===== src/rtl/alu_arbiter.sv =====
// Round-robin arbiter sharing one external 16-bit ALU between two requesters.
// Accepts one operation at a time and returns the registered result over valid/ready.
module alu_arbiter #(
    parameter int unsigned WIDTH = 16,
    parameter int unsigned OPW   = 3
) (
    input  logic             clk,
    input  logic             rst,
    input  logic             r0_valid,
    output logic             r0_ready,
    input  logic [OPW-1:0]   r0_op,
    input  logic [WIDTH-1:0] r0_a,
    input  logic [WIDTH-1:0] r0_b,
    output logic             r0_rsp_valid,
    output logic [WIDTH-1:0] r0_rsp_result,
    output logic             r0_rsp_err,
    input  logic             r0_rsp_ready,
    input  logic             r1_valid,
    output logic             r1_ready,
    input  logic [OPW-1:0]   r1_op,
    input  logic [WIDTH-1:0] r1_a,
    input  logic [WIDTH-1:0] r1_b,
    output logic             r1_rsp_valid,
    output logic [WIDTH-1:0] r1_rsp_result,
    output logic             r1_rsp_err,
    input  logic             r1_rsp_ready,
    output logic [OPW-1:0]   alu_op,
    output logic [WIDTH-1:0] alu_a,
    output logic [WIDTH-1:0] alu_b,
    input  logic [WIDTH-1:0] alu_result,
    output logic             busy,
    output logic             grant_id
);

    typedef enum logic [1:0] {StIdle, StExec, StResp} state_e;

    localparam logic [OPW-1:0] OpReserved = {OPW{1'b1}};

    state_e           state_q;
    logic             last_grant_q;
    logic             grant_id_q;
    logic [OPW-1:0]   alu_op_q;
    logic [WIDTH-1:0] alu_a_q;
    logic [WIDTH-1:0] alu_b_q;
    logic [WIDTH-1:0] result_q;
    logic             err_q;

    logic winner;
    logic accept;
    logic rsp_ready_sel;

    // On a tie the requester that did not win last time goes first.
    always_comb begin
        winner = r1_valid;
        if (r0_valid && r1_valid) begin
            winner = ~last_grant_q;
        end
    end

    assign r0_ready      = (state_q == StIdle) && r0_valid && !winner;
    assign r1_ready      = (state_q == StIdle) && r1_valid && winner;
    assign accept        = r0_ready || r1_ready;
    assign rsp_ready_sel = grant_id_q ? r1_rsp_ready : r0_rsp_ready;

    always_ff @(posedge clk or posedge rst) begin
        if (rst) begin
            state_q      <= StIdle;
            last_grant_q <= 1'b1;
            grant_id_q   <= 1'b0;
            alu_op_q     <= '0;
            alu_a_q      <= '0;
            alu_b_q      <= '0;
            result_q     <= '0;
            err_q        <= 1'b0;
        end else begin
            unique case (state_q)
                StIdle: begin
                    if (accept) begin
                        grant_id_q <= winner;
                        alu_op_q   <= winner ? r1_op : r0_op;
                        alu_a_q    <= winner ? r1_a : r0_a;
                        alu_b_q    <= winner ? r1_b : r0_b;
                        state_q    <= StExec;
                    end
                end
                StExec: begin
                    result_q <= (alu_op_q == OpReserved) ? '0 : alu_result;
                    err_q    <= (alu_op_q == OpReserved);
                    state_q  <= StResp;
                end
                StResp: begin
                    if (rsp_ready_sel) begin
                        last_grant_q <= grant_id_q;
                        state_q      <= StIdle;
                    end
                end
                default: state_q <= StIdle;
            endcase
        end
    end

    assign alu_op        = alu_op_q;
    assign alu_a         = alu_a_q;
    assign alu_b         = alu_b_q;
    assign busy          = (state_q != StIdle);
    assign grant_id      = grant_id_q;
    assign r0_rsp_valid  = (state_q == StResp) && !grant_id_q;
    assign r1_rsp_valid  = (state_q == StResp) && grant_id_q;
    assign r0_rsp_result = result_q;
    assign r1_rsp_result = result_q;
    assign r0_rsp_err    = err_q;
    assign r1_rsp_err    = err_q;

endmodule


===== config.mk =====
export PLATFORM = sky130hd
export DESIGN_NAME = alu_arbiter
export DESIGN_NICKNAME = d
export VERILOG_FILES = /design/src/rtl/alu_arbiter.sv
export SDC_FILE = /design/constraint.sdc
export NUM_CORES = 1
export LEC_CHECK = 0
export ABC_AREA = 1
export CORE_UTILIZATION = 39
export CTS_CLUSTER_SIZE = 30
export DETAILED_ROUTE_END_ITERATION = 6
export GPL_TIMING_DRIVEN = 0
export PLACE_DENSITY_LB_ADDON = 0.25
export SYNTH_ARGS = -nofsm -noshare
export SYNTH_HDL_FRONTEND = slang
export SYNTH_SLANG_ARGS = --single-unit

===== constraint.sdc =====
create_clock -name clk -period 2.55 [get_ports clk]
set_clock_uncertainty 0.2 [all_clocks]
set_input_delay 0.6375 -clock clk [delete_from_list [all_inputs] [get_ports clk]]
set_output_delay 0.6375 -clock clk [all_outputs]
set_load 0.01 [all_outputs]

# Word level (Yosys, flattened, before mapping)
# Index checks and enable logic that the tools add are counted.
# classes
bitwise	1
muxes	9
reduce_logical	15
eq_ne	5
# op_table
cell	count
two-way mux 16 bit	3
logical AND 1 bit	7
case mux 2 bit (3 select lines)	1
AND reduction 2 bit	3
two-way mux 2 bit	2
inequality test 2 bit, second input constant	2
equality test 3 bit, second input constant	1
two-way mux 3 bit	1
equality test 2 x 1 -> 1 bit, second input constant	1
equality test 2 bit, second input constant	1
logical NOT 1 bit	2
logical NOT 2 bit	1
two-way mux 1 bit	2
nonzero test 2 bit	1
logical OR 1 bit	1
inverter 1 bit	1
# totals
in_bits	92
elab_cells	38
output_inout_bits	75
reg_bits	56

# Depth between registers and ports, before layout
# logic_depth
word_depth	7
mapped_depth	8
depth_no_buf	6

# Worst setup path before layout
# No wires, ideal clock.
# synth_timing
kind	input -> output
from	input port r0_valid
to	output port r0_ready
t_arrival_ns	1.166
setup_slack_ns	0.546
n_path_buf	2
required_time_ns	1.712
path_stages	4
cell_sequence	nand2_2 > buf_6 > buf_2 > a21oi_2
# synth_via
elab_chain_cells	4
elab_cells_between_ends	5
classes_between	1 x mux; 4 x reduce/logical
# synth_rtl
item	line	rtl
from (decl)	9	input logic r0_valid,
logical AND 1 bit	55	if (r0_valid && r1_valid) begin
two-way mux 1 bit	55	
logical NOT 1 bit	60	assign r0_ready = (state_q == StIdle) && r0_valid && !winner;
logical AND 1 bit (*)	60	
to (decl)	10	output logic r0_ready,
# Mark *: on every way between the ends. The rest lies on a longest branch, timed or not.

# Final worst setup path
# layout_timing
from	input port r0_valid
to	output port r1_ready
# layout_via
elab_chain_cells	3
# layout_rtl
item	line	rtl
logical AND 1 bit	55	
two-way mux 1 bit	55	
logical AND 1 bit	61	assign r1_ready = (state_q == StIdle) && r1_valid && winner;
to (decl)	19	output logic r1_ready,
# No other way between the ends.

==> flow_summary.toml <==
[outcome]
outcome = "complete, no violations"

[clock_network]
cts_buffers = 5
cts_sinks = 56
hold_buffers = 0
worst_skew_pair.late_latency_ns = 0.31
clkSlewWorstSetupHoldPaths_ns = 0.10
cts-root-buf = "clkbuf_8"
cts_tree = "done"
htreeDepth = 2
clock_path_buffers = 2

[yosys]
netlist.top_cell.by_area = "dfrtp_1"
netlist_area_um2 = 2970
synthFlopType = "dfrtp_1"
syn_avg_cell_area_um2 = 7.675
ys_top_cells_by_count = "nand2_1, nand3_1, dfrtp_1, buf_4, buf_6"
netlist_instances = 387
ys_async_sr_fraction_pct = 100.0
yosys_warnings = 0
synth_nets = 479
yosysSeqAreaShare_pct = 47.22
yosysMostFrequentCell = "nand2_1"
ys_seq_elements = 56
synth-edff-count = 0
synth.distinct_cells = 18
synth_top_area_share_pct = 46.34
synth_area_leaders = "dfrtp_1, nand2_1, nand3_1"

[route]
wl_per_cell_um = 12.38
viasPerCell = 4.616
vias = 3051
firstDrtPassIters = 4
drt_iter0_markers = 86
ant_nets = 0
drt_wl_total_um = 8181
drc_errors = 0

[placement]
gp_congestion = 0.8027
io_buffers = 166
dp_cells = 653
dp_hpwl_um = 6409

[global_routing]
grt_pass1_wl_um = 12750
antenna_found_initial = 0
overflow = 0
grt_usage_pct = 20.77
grt_pass1_vias = 2832
grt_max_degree = 41

[power_and_ir_drop]
power.density_nw_per_um2 = 1064
p_leak_nw = 2.429
finalPower_mw = 5.169
peakVddDrop_mv = 0.4244

[timing]
tightestPinTransition_ns = 0.3832
fin_crit_ns = 2.441
hold_slack_ns = 0.3114
fmaxAchievable_ghz = 0.4097
period_share_pct = 95.72
setup_viol = 0
hold_viol_final = 0
rsz0062_at_grt = "no"
maxSlewHeadroom_pct = 74.41
slew_viol_final = 0

[cells_and_area]
antenna_cells = 0
fillCellCount = 626
multiInputGateArea_um2 = 1195
final_net_count = 653
drive_above_1_share_pct = 11.39
final_cells = 661
area_growth_pct = 63.61
final-seq-area_um2 = 1403
fin_util_pct = 66.64

[floorplan]
core-area_um2 = 7292
fp-row-count = 31
top_level_ports = 167
die_h_um = 89.27
dieArea_um2 = 7969
initial_core_util_pct = 40.73
die_x_um = 89.27

[critical_path]
arrival_ns = 1.60
cp-start-kind = "input port"
required_ns = 1.71
cp_max_fo = 10
crit_type = "in -> out"
end_kind = "primary output"

[run]
cap_violations = 0

[hold_path]
hold_path_class = "reg -> reg"
[where the power goes]
part           internal, mW  switching (mW)
logic                  1.71            1.37
registers              1.32           0.288
clock network         0.193           0.285
[layout make-up]
cell class              count  area share [%]
plain buffers              39           6.849
clock buffers               6           1.493
clock inverters             2          0.2575
inverters                   8          0.6179
multi-input cells         282           24.59
flip-flops and latches     56           28.86
well taps                  99           2.549
repair buffers            169           34.78
[per-stage QoR]
stage | cell area, um^2 | setup WS (ns) | setup TNS, ns
4_1_cts | 4858 | 0.04496 | 0
3_5_place_dp | 4776 | -0.5595 | -1.021
3_3_place_gp | 4756 | -0.6949 | -39.15
5_1_grt | 4860 | 0.06126 | 0
2_1_floorplan | 2970 | 0.3429 | 0
6_report | 4860 | 0.1090 | 0
[worst max-delay path, cell delays in order]
cell,delay [ns]
dlygate4sd2_1,0.26
nand2_2,0.08
nand3_2,0.10
buf_6,0.13
buf_6,0.13
inv_1,0.05
clkdlybuf4s15_2,0.21
[cell families after synthesis]
| kind of cell | Yosys count | synth area share [%] |
|---|---|---|
| DFF | 56 | 47.22 |
| AOI/OAI and AO/OA | 3 | 0.6319 |
| buffers and inverters | 49 | 12.55 |
| and+or+nand+nor | 279 | 39.60 |
[path summary, 6_finish.rpt]
kind                                         from                 to  slack, ns  cells past startpoint
worst min register to register  r0_rsp_result[12]  r0_rsp_result[12]       0.31                      2
worst min-delay path            r0_rsp_result[12]  r0_rsp_result[12]       0.31                      2
max in group asynchronous                     rst       last_grant_q       1.15                      3
min in group asynchronous                     rst   r0_rsp_result[6]       0.42                      2
worst max-delay path                     r0_valid           r1_ready       0.11                      7
worst max register to register         state_q[1]          alu_b[13]       0.95                      7
[state kept, by name, summed over array words and instances (netlist names)]
signal and cells:
alu_a 16, alu_b 16, r0_rsp_result 16, alu_op 3, state_q 2, grant_id 1, last_grant_q 1, r0_rsp_err 1
[layout by cell type (no fill, tap or decap)]
| cell type | instances |
|---|---|
| nand2_1 | 197 |
| clkdlybuf4s50_1 | 162 |
| nand3_1 | 71 |
| dfrtp_1 | 55 |
| buf_4 | 23 |
| buf_6 | 12 |
| buf_2 | 6 |
| clkbuf_8 | 5 |
| inv_2 | 4 |
| inv_1 | 4 |
| nor2_1 | 4 |
| nand2_2 | 3 |
| o21ai_0 | 2 |
| dlygate4sd2_1 | 2 |
| nor2_4 | 1 |
| nand3_2 | 1 |
| nand2_8 | 1 |
| nor2_2 | 1 |
| buf_8 | 1 |
| a21oi_2 | 1 |
| clkinvlp_4 | 1 |
| clkinv_2 | 1 |
| clkbuf_1 | 1 |
| dfstp_2 | 1 |
| buf_12 | 1 |
| clkdlybuf4s15_2 | 1 |
[metal layers]
metal	vias up	share of wire [%]	global-route usage, %
met3	4	9.2	5.817
met1	1381	41	25.12
li1	1545	-	-
met4	0	0.72	5.051
met5	-	0	0
met2	121	49	36.64
[repair_timing]
item,CTS,global route
resized for setup,8,1
setup endpoints to repair,2,1
pin swaps,0,1
buffers inserted,1,1
Note: power is estimated with default switching activity, not from simulation.
